### config.mk
export PLATFORM = sky130hd
export DESIGN_NAME = dac_ad5668_frame_decoder_flat
export DESIGN_NICKNAME = d
export VERILOG_FILES = /design/src/rtl/dac_ad5668_pkg.sv /design/src/rtl/dac_ad5668_frame_decoder_if.sv /design/src/rtl/dac_spi_edge_sync.sv /design/src/rtl/dac_ad5668_frame_decoder.sv /design/src/flat_wrapper.sv
export SDC_FILE = /design/constraint.sdc
export NUM_CORES = 1
export LEC_CHECK = 0
export BUFFER_PORTS_ARGS = -buffer_cell sky130_fd_sc_hd__clkbuf_2
export CAP_MARGIN = 20
export CORE_ASPECT_RATIO = 1.75
export CORE_MARGIN = 2
export CORE_UTILIZATION = 49
export DETAILED_ROUTE_END_ITERATION = 8
export PLACE_DENSITY = 0.79
export SETUP_SLACK_MARGIN = 0.1
export SYNTH_ARGS = -nofsm -noshare
export SYNTH_HDL_FRONTEND = slang
export SYNTH_SLANG_ARGS = --single-unit
### constraint.sdc
create_clock -name dac_sm_clk -period 2.21 [get_ports dac_sm_clk]
set_input_delay 0.1105 -clock dac_sm_clk [delete_from_list [all_inputs] [get_ports dac_sm_clk]]
set_output_delay 0.1105 -clock dac_sm_clk [all_outputs]
set_load 0.01 [all_outputs]
### src/rtl/dac_ad5668_pkg.sv
// Shared definitions for the AD5668 frame decoder: command codes, frame field
// positions, FSM encoding and channel-select helpers.
package dac_ad5668_pkg;

  localparam logic [3:0] CMD_WR_IN      = 4'h0;
  localparam logic [3:0] CMD_UPD        = 4'h1;
  localparam logic [3:0] CMD_WR_UPD_ALL = 4'h2;
  localparam logic [3:0] CMD_WR_UPD     = 4'h3;
  localparam logic [3:0] CMD_PWR        = 4'h4;
  localparam logic [3:0] CMD_CLR        = 4'h5;
  localparam logic [3:0] CMD_LDAC       = 4'h6;
  localparam logic [3:0] CMD_RST        = 4'h7;
  localparam logic [3:0] CMD_REF        = 4'h8;

  localparam logic [3:0] ADDR_ALL = 4'hF;

  localparam int CMD_LSB  = 24;
  localparam int ADDR_LSB = 20;
  localparam int DATA_LSB = 4;
  localparam int PD_LSB   = 8;

  typedef enum logic [1:0] {
    ST_IDLE    = 2'd0,
    ST_SHIFT   = 2'd1,
    ST_DECODE  = 2'd2,
    ST_WAIT_HI = 2'd3
  } dec_state_e;

  // Addresses 8..14 name no channel; 15 is the broadcast address.
  function automatic logic addr_illegal(input logic [3:0] addr);
    return (addr >= 4'd8) && (addr != ADDR_ALL);
  endfunction

  function automatic logic [7:0] chan_sel(input logic [3:0] addr);
    logic [7:0] sel;
    if (addr == ADDR_ALL) begin
      sel = 8'hFF;
    end else if (addr < 4'd8) begin
      sel = 8'h01 << addr[2:0];
    end else begin
      sel = 8'h00;
    end
    return sel;
  endfunction

endpackage

### src/rtl/dac_ad5668_frame_decoder_if.sv
// The three AD5668 serial pins as seen by one decoder instance.
interface dac_ad5668_frame_decoder_if;
  logic spi_sclk;
  logic spi_sync_n;
  logic spi_din;

  modport master (output spi_sclk, output spi_sync_n, output spi_din);
  modport slave  (input  spi_sclk, input  spi_sync_n, input  spi_din);
endinterface

### src/rtl/dac_spi_edge_sync.sv
// Synchronizes SCLK/SYNC/DIN into dac_sm_clk and detects SCLK/SYNC edges.
module dac_spi_edge_sync #(
  parameter int SYNC_STAGES = 2
) (
  input  logic dac_sm_clk,
  input  logic reset,
  input  logic sclk,
  input  logic sync_n,
  input  logic din,
  output logic sclk_fall,
  output logic sync_fall,
  output logic sync_rise,
  output logic sync_n_s,
  output logic din_s
);

  localparam int MSB = SYNC_STAGES - 1;

  logic [MSB:0] sclk_q, sclk_d;
  logic [MSB:0] sync_q, sync_d;
  logic [MSB:0] din_q,  din_d;
  logic         sclk_last_q, sclk_last_d;
  logic         sync_last_q, sync_last_d;

  always_comb begin
    sclk_d      = {sclk_q[MSB-1:0], sclk};
    sync_d      = {sync_q[MSB-1:0], sync_n};
    din_d       = {din_q[MSB-1:0],  din};
    sclk_last_d = sclk_q[MSB];
    sync_last_d = sync_q[MSB];
  end

  // Clearing to 0 means a SYNC already low at reset release never looks like a fall.
  always_ff @(posedge dac_sm_clk) begin
    if (reset) begin
      sclk_q      <= '0;
      sync_q      <= '0;
      din_q       <= '0;
      sclk_last_q <= 1'b0;
      sync_last_q <= 1'b0;
    end else begin
      sclk_q      <= sclk_d;
      sync_q      <= sync_d;
      din_q       <= din_d;
      sclk_last_q <= sclk_last_d;
      sync_last_q <= sync_last_d;
    end
  end

  assign sclk_fall = sclk_last_q & ~sclk_q[MSB];
  assign sync_fall = sync_last_q & ~sync_q[MSB];
  assign sync_rise = ~sync_last_q & sync_q[MSB];
  assign sync_n_s  = sync_q[MSB];
  assign din_s     = din_q[MSB];

endmodule

### src/rtl/dac_ad5668_frame_decoder.sv
// AD5668 loopback monitor: captures 32-bit frames and mirrors input/DAC/power-down state.
// Optional DAC_DECODE_ERRCNT_EN adds a saturating err_count output.
module dac_ad5668_frame_decoder
  import dac_ad5668_pkg::*;
#(
  parameter int SYNC_STAGES = 2,
  parameter int FRAME_BITS  = 32
) (
  input  logic                        dac_sm_clk,
  input  logic                        reset,
  dac_ad5668_frame_decoder_if.slave   spi,
  output logic [127:0]                input_regs,
  output logic [127:0]                dac_regs,
  output logic [7:0]                  pd_mask,
  output logic                        frame_valid,
  output logic [3:0]                  frame_cmd,
  output logic [3:0]                  frame_addr,
  output logic [15:0]                 frame_data,
  output logic                        frame_err,
  output logic [15:0]                 frame_count
`ifdef DAC_DECODE_ERRCNT_EN
  ,
  output logic [15:0]                 err_count
`endif
);

  logic sclk_fall_s, sync_fall_s, sync_rise_s, sync_n_s, din_s;

  dac_spi_edge_sync #(.SYNC_STAGES(SYNC_STAGES)) u_edge_sync (
    .dac_sm_clk (dac_sm_clk),
    .reset      (reset),
    .sclk       (spi.spi_sclk),
    .sync_n     (spi.spi_sync_n),
    .din        (spi.spi_din),
    .sclk_fall  (sclk_fall_s),
    .sync_fall  (sync_fall_s),
    .sync_rise  (sync_rise_s),
    .sync_n_s   (sync_n_s),
    .din_s      (din_s)
  );

  dec_state_e        state_q, state_d;
  logic [31:0]       shift_q, shift_d;
  logic [5:0]        bit_cnt_q, bit_cnt_d;
  logic [7:0][15:0]  in_q, in_d;
  logic [7:0][15:0]  dac_q, dac_d;
  logic [7:0]        pd_q, pd_d;
  logic              valid_q, valid_d;
  logic              err_q, err_d;
  logic [3:0]        cmd_q, cmd_d;
  logic [3:0]        addr_q, addr_d;
  logic [15:0]       data_q, data_d;
  logic [15:0]       cnt_q, cnt_d;
`ifdef DAC_DECODE_ERRCNT_EN
  logic [15:0]       errcnt_q, errcnt_d;
`endif

  logic [3:0]  dec_cmd_s, dec_addr_s;
  logic [15:0] dec_data_s;
  logic [7:0]  dec_sel_s;
  logic        dec_pd_s;

  assign dec_cmd_s  = shift_q[CMD_LSB +: 4];
  assign dec_addr_s = shift_q[ADDR_LSB +: 4];
  assign dec_data_s = shift_q[DATA_LSB +: 16];
  assign dec_sel_s  = chan_sel(dec_addr_s);
  assign dec_pd_s   = (shift_q[PD_LSB +: 2] != 2'b00);

  // Frame FSM next-state and command application.
  always_comb begin
    state_d   = state_q;
    shift_d   = shift_q;
    bit_cnt_d = bit_cnt_q;
    in_d      = in_q;
    dac_d     = dac_q;
    pd_d      = pd_q;
    valid_d   = 1'b0;
    err_d     = 1'b0;
    cmd_d     = cmd_q;
    addr_d    = addr_q;
    data_d    = data_q;
    cnt_d     = cnt_q;
    case (state_q)
      ST_IDLE: begin
        if (sync_fall_s) begin
          state_d   = ST_SHIFT;
          bit_cnt_d = 6'd0;
        end else begin
          state_d   = ST_IDLE;
        end
      end
      ST_SHIFT: begin
        if (bit_cnt_q == 6'(FRAME_BITS)) begin
          state_d = ST_DECODE;
        end else if (sync_rise_s) begin
          state_d = ST_IDLE;
          err_d   = 1'b1;
        end else if (sclk_fall_s) begin
          shift_d   = {shift_q[30:0], din_s};
          bit_cnt_d = bit_cnt_q + 6'd1;
        end else begin
          state_d = ST_SHIFT;
        end
      end
      ST_DECODE: begin
        state_d = ST_WAIT_HI;
        valid_d = 1'b1;
        cmd_d   = dec_cmd_s;
        addr_d  = dec_addr_s;
        data_d  = dec_data_s;
        cnt_d   = cnt_q + 16'd1;
        if (addr_illegal(dec_addr_s)) begin
          err_d = 1'b1;
        end else begin
          case (dec_cmd_s)
            CMD_WR_IN: begin
              for (int i = 0; i < 8; i++) if (dec_sel_s[i]) in_d[i] = dec_data_s;
            end
            CMD_UPD: begin
              for (int i = 0; i < 8; i++) if (dec_sel_s[i]) dac_d[i] = in_q[i];
            end
            CMD_WR_UPD_ALL: begin
              for (int i = 0; i < 8; i++) if (dec_sel_s[i]) in_d[i] = dec_data_s;
              dac_d = in_d;
            end
            CMD_WR_UPD: begin
              for (int i = 0; i < 8; i++) begin
                if (dec_sel_s[i]) begin
                  in_d[i]  = dec_data_s;
                  dac_d[i] = dec_data_s;
                end
              end
            end
            CMD_PWR: begin
              for (int i = 0; i < 8; i++) if (shift_q[i]) pd_d[i] = dec_pd_s;
            end
            CMD_LDAC: begin
              for (int i = 0; i < 8; i++) if (shift_q[i]) dac_d[i] = in_q[i];
            end
            CMD_RST: begin
              in_d  = '0;
              dac_d = '0;
              pd_d  = 8'h00;
            end
            default: begin
              pd_d = pd_q;
            end
          endcase
        end
      end
      ST_WAIT_HI: begin
        if (sync_n_s) begin
          state_d = ST_IDLE;
        end else begin
          state_d = ST_WAIT_HI;
        end
      end
      default: begin
        state_d = ST_IDLE;
      end
    endcase
  end

`ifdef DAC_DECODE_ERRCNT_EN
  // Saturating count of error pulses.
  always_comb begin
    if (err_d && (errcnt_q != 16'hFFFF)) begin
      errcnt_d = errcnt_q + 16'd1;
    end else begin
      errcnt_d = errcnt_q;
    end
  end
`endif

  // State and registered outputs.
  always_ff @(posedge dac_sm_clk) begin
    if (reset) begin
      state_q   <= ST_IDLE;
      shift_q   <= 32'h0;
      bit_cnt_q <= 6'd0;
      in_q      <= '0;
      dac_q     <= '0;
      pd_q      <= 8'h00;
      valid_q   <= 1'b0;
      err_q     <= 1'b0;
      cmd_q     <= 4'h0;
      addr_q    <= 4'h0;
      data_q    <= 16'h0;
      cnt_q     <= 16'h0;
`ifdef DAC_DECODE_ERRCNT_EN
      errcnt_q  <= 16'h0;
`endif
    end else begin
      state_q   <= state_d;
      shift_q   <= shift_d;
      bit_cnt_q <= bit_cnt_d;
      in_q      <= in_d;
      dac_q     <= dac_d;
      pd_q      <= pd_d;
      valid_q   <= valid_d;
      err_q     <= err_d;
      cmd_q     <= cmd_d;
      addr_q    <= addr_d;
      data_q    <= data_d;
      cnt_q     <= cnt_d;
`ifdef DAC_DECODE_ERRCNT_EN
      errcnt_q  <= errcnt_d;
`endif
    end
  end

  assign input_regs  = in_q;
  assign dac_regs    = dac_q;
  assign pd_mask     = pd_q;
  assign frame_valid = valid_q;
  assign frame_err   = err_q;
  assign frame_cmd   = cmd_q;
  assign frame_addr  = addr_q;
  assign frame_data  = data_q;
  assign frame_count = cnt_q;
`ifdef DAC_DECODE_ERRCNT_EN
  assign err_count   = errcnt_q;
`endif

endmodule

### src/flat_wrapper.sv
// flat-port wrapper written by rule: the top's interface ports become plain ports
module dac_ad5668_frame_decoder_flat import dac_ad5668_pkg::*;
#(
  parameter int SYNC_STAGES = 2,
  parameter int FRAME_BITS  = 32
)
  (dac_sm_clk, reset, input_regs, dac_regs, pd_mask, frame_valid, frame_cmd, frame_addr, frame_data, frame_err, frame_count, spi_spi_sclk, spi_spi_sync_n, spi_spi_din);
  dac_ad5668_frame_decoder_if spi_i ();
  input  logic dac_sm_clk;
  input  logic reset;
  output logic [127:0] input_regs;
  output logic [127:0] dac_regs;
  output logic [7:0] pd_mask;
  output logic frame_valid;
  output logic [3:0] frame_cmd;
  output logic [3:0] frame_addr;
  output logic [15:0] frame_data;
  output logic frame_err;
  output logic [15:0] frame_count;
  input wire logic [$bits(spi_i.spi_sclk)-1:0] spi_spi_sclk;
  input wire logic [$bits(spi_i.spi_sync_n)-1:0] spi_spi_sync_n;
  input wire logic [$bits(spi_i.spi_din)-1:0] spi_spi_din;
  assign spi_i.spi_sclk = spi_spi_sclk;
  assign spi_i.spi_sync_n = spi_spi_sync_n;
  assign spi_i.spi_din = spi_spi_din;
  dac_ad5668_frame_decoder #(.SYNC_STAGES(SYNC_STAGES), .FRAME_BITS(FRAME_BITS)) u_core (.dac_sm_clk(dac_sm_clk), .reset(reset), .spi(spi_i), .input_regs(input_regs), .dac_regs(dac_regs), .pd_mask(pd_mask), .frame_valid(frame_valid), .frame_cmd(frame_cmd), .frame_addr(frame_addr), .frame_data(frame_data), .frame_err(frame_err), .frame_count(frame_count));
endmodule
==> impl_results.md <==
* Pwr dens at 672.7 mW/mm^2
* Crit path max-delay family: simple AND/OR/NAND/NOR gates
* First-pass GRT wire length at 68.78 mm
* Die Y at between 200 and 250 um
* Max-cap violations at 0
* Fillers at roughly 2.3k
* Top-area cell type share of the netlist area at 50.43%
* Clk Latency, worst-skew pair at 0.59 ns
* Final worst setup slack at 0.04389 ns
* Crit path kind: flop to flop
* Clock sink count at 350
* CP arrival at 2.63 ns
* R2R Setup Slk at between 0.04 and 0.05 ns
* Syn nets at 1561
* Crit. End Element: flop
* Initial antenna violation count at 0
* Congestion Overflow GR at 0
* Type of the worst min-delay path: input port to flop
* Core Box Area at 0.02797 sq mm
* Largest net degree at the start of global routing at 84
* Register area share after synthesis at 50.43%
* Sequential cell area at 0.007032 sq mm
* Worst Hold End: u_core.u_edge_sync.sclk_q[0]$_SDFF_PP0_
* RSZ-0062 raised after global routing: true
* Hold Path Cell Cnt at 3
* R2R depth at 7
* Fmax at 461.7 MHz
* Area of the mapped netlist at 0.01389 sq mm
* Fin crit share at a little over nine tenths
* Hold Vio Cnt, Final at 0
* Clock-pin slew on the worst setup and hold paths at 0.07 ns
* Area leader, netlist: dfxtp_1
* Std cell rows at 81
* Detailed placer's ending HPWL at 30.77 mm
* Post-route ant nets at 0
* Crit path time final at 2.166 ns
* Fin. max-slew vios at 0
* Pleak at between 7 and 8 nW
* Share of cells above drive strength 1 at 29.76%
* Final setup vio count at 0
* DR iter-0 viols at 1261
* Slowest-stage cell, CP: or4b_4
* Area delta synth->final at 28.87%
* Worst Path Max Fanout at 9
* Yosys warns at 0
* CP cell instances: buf_6 -> or4b_4 -> a21oi_2 -> o211ai_1 -> buf_4 -> a221oi_2 -> nor3_1
* Die ar. at 0.02977 sq mm
* Boundary pin count at 311
* RR Endpoint: u_core.dac_regs[24]$_SDFFE_PP0P_
* Avg Inst Size Synth at 8.976 sq um
* NetSw at 0.002584 W
* CP max stage delay at 0.56 ns
* Reg2reg start: u_core.shift_q[22]$_SDFFE_PP0P_
* Vias in the first global route at around 13k
* Sw frac at a little over a fifth
* Distinct cells, synth at 50
* Root Driver: clkbuf_16
* Critical path buffers and inverters at 2
* Area of the multi-input gates at 0.006661 sq mm
* Ant diodes at 0
* Hold Path Origin: spi_spi_sclk
* Nets@finish at ~1.9k
* Top post-synthesis cells by count: 350 x dfxtp_1, 232 x nor2_1, 130 x a22oi_1, 130 x nor3_1, 126 x a221oi_1
* Most frequent cell after synthesis: dfxtp_1
* Seq cells post-synth at 350
* All-layer global routing usage at 28.57%
* Drt wl/cell at 20.76 um
* Synth Flop Type: dfxtp_1
* Flop pwr share at 52.4%
* Starting density of the core at 49.67%
* Async set or reset register ratio after synthesis at 0%
* IO buf count at 310
* Detailed-route via count at about 14k
* CTS H-tree lvls at 1
* Drt drc at 0
* Synth top area cells: dfxtp_1 50%, a221oi_1 7.9%, a22oi_1 7.0%, nor2_1 6.3%, nor2b_1 4.7%
* Run status: complete, no violations
* Tightest Pin Transition at 0.7385 ns
* Power share of the combinational group at 1.2%
* Tot Pwr at roughly 0.012 W
* WL final at 46.82 mm
* CP required at about 2.7 ns
* TritonCTS clock tree: yes
* Max VDD drop at 0.0006065 V
* Pre-CTS setup slack at -0.1981 ns
* Internal power at 0.009460 W
* Clk network pwr share at 46.5%
* Via-to-Cell Ratio at 6.054
* Slew headroom at 50.76%
* Post-synthesis instance total at 1548
* Die span in x at 131.3 um
* Routability congestion estimate at approximately 0.93
* Max Root-Sink Buffers at 3
* CTS Buf Count at 31
* Clk_skew at 0.02042 ns
* Crit path launch type: flop
* Number of synthesized flops with an enable pin at 0
* Detailed Routing Iterations Pass 1 at 6
-- stage by stage --
stage                     cells  TNS, ns  hold WS, ns  util (%)  cell area, sq um
after floorplan            1548        0       0.2387         -             13890
after global placement     2179   -1.860       0.3263     57.79             16170
after detailed placement   2179   -5.439       0.3249     57.79             16170
after CTS                  2244        0       0.2723     62.04             17350
after global routing       2255        0       0.3077     64.01             17910
final                      2255        0       0.2810     64.01             17910
-- how the worst max path moves through the flow --
stage                                          startpoint                                   to  slack, ns  depth (start not counted)
after floorplan            u_core.state_q[0]$_SDFFE_PP0P_  u_core.input_regs[100]$_SDFFE_PP0P_        0.1                          8
after global placement    u_core.shift_q[20]$_SDFFE_PP0P_     u_core.dac_regs[48]$_SDFFE_PP0P_      -0.10                          5
after detailed placement  u_core.shift_q[20]$_SDFFE_PP0P_     u_core.dac_regs[54]$_SDFFE_PP0P_      -0.20                          5
after CTS                 u_core.shift_q[24]$_SDFFE_PP0P_     u_core.dac_regs[89]$_SDFFE_PP0P_       0.02                          6
after global routing      u_core.shift_q[20]$_SDFFE_PP0P_     u_core.dac_regs[23]$_SDFFE_PP0P_       0.03                          8
final                     u_core.shift_q[22]$_SDFFE_PP0P_     u_core.dac_regs[24]$_SDFFE_PP0P_       0.04                          7
-- area by class of cell --
class	instances	area share [%]
flip-flops and latches	350	39.27
clock buffers	42	4.842
well taps	373	2.606
repair buffers	423	14.81
clock inverters	16	1.020
multi-input cells	1039	37.20
inverters	12	0.2516
-- worst reg2reg max path, delay by kind of cell, from the launching register on --
family	cells	cell delay, ns
buf+inv	2	0.41
compound gates	3	0.62
simple gates	2	0.66
flops	1	0.37
-- state kept, by name, indices dropped and copies added, names as in the netlist, 4 cells and up --
signal              flops
u_core.shift_q         28
u_core.frame_count     16
u_core.bit_cnt_q        6
u_core.frame_cmd        4
u_core.frame_addr       4
u_core.input_regs     128
u_core.dac_regs       128
u_core.pd_mask          8
u_core.frame_data      16
-- kinds of logic (layout without fill, tap and decap cells) --
group	count (synthesis)	in the layout	synth area share [%]
DFF	350	350	50.43
xor gates and xnor gates	18	18	1.135
muxes	34	34	2.449
and+or+nand+nor	607	607	20.78
buffers and inverters	159	493	4.538
AOI/OAI and AO/OA	372	372	19.95
adders and majority gates	8	8	0.7204
-- cell usage in the layout (no fill, tap or decap), types with 9 or more instances in the layout --
cell       instances
a221oi_1         101
nor2b_1          104
a21oi_1           44
a22oi_1          110
o21ai_1           14
buf_6             24
nor3_1           129
buf_4             72
o211ai_1           9
inv_1             11
nand3_1            9
nor2_1           231
clkbuf_16         32
dfxtp_1          340
nand2_1           75
xor2_1            14
o21ai_0           18
nand4_1            9
clkbuf_2         309
a22oi_2           20
nand2b_1           9
a221oi_2          24
mux2i_1           34
buf_12             9
-- power by group through the flow --
stage | sequential [W] | clock, W | combinational (W)
2_1_floorplan | 0.00646 | 0 | 0.0000952
3_3_place_gp | 0.00646 | 0 | 0.000134
3_5_place_dp | 0.00646 | 0 | 0.000134
4_1_cts | 0.00631 | 0.00563 | 0.000140
5_1_grt | 0.00630 | 0.00587 | 0.000153
6_report | 0.00631 | 0.00559 | 0.000143
-- layer usage --
layer	track usage [%]	vias to the layer above	routed length, um
met5	0	-	0
met4	16.51	0	2351
met3	4.248	121	3483
met2	50.27	691	23900
met1	33.12	6624	17090
li1	-	6215	-
-- repair_timing --
| action | CTS | global route |
|---|---|---|
| hold endpoints to repair | 34 | 0 |
| hold buffers | 4 | 0 |
| gates resized for setup | 23 | 105 |
| gates cloned | 1 | 6 |
| setup buffers | 2 | 5 |
| endpoints found under the setup margin | 264 | 292 |
| pin swaps | 3 | 10 |
No activity file was read; power rests on OpenSTA's default activity.
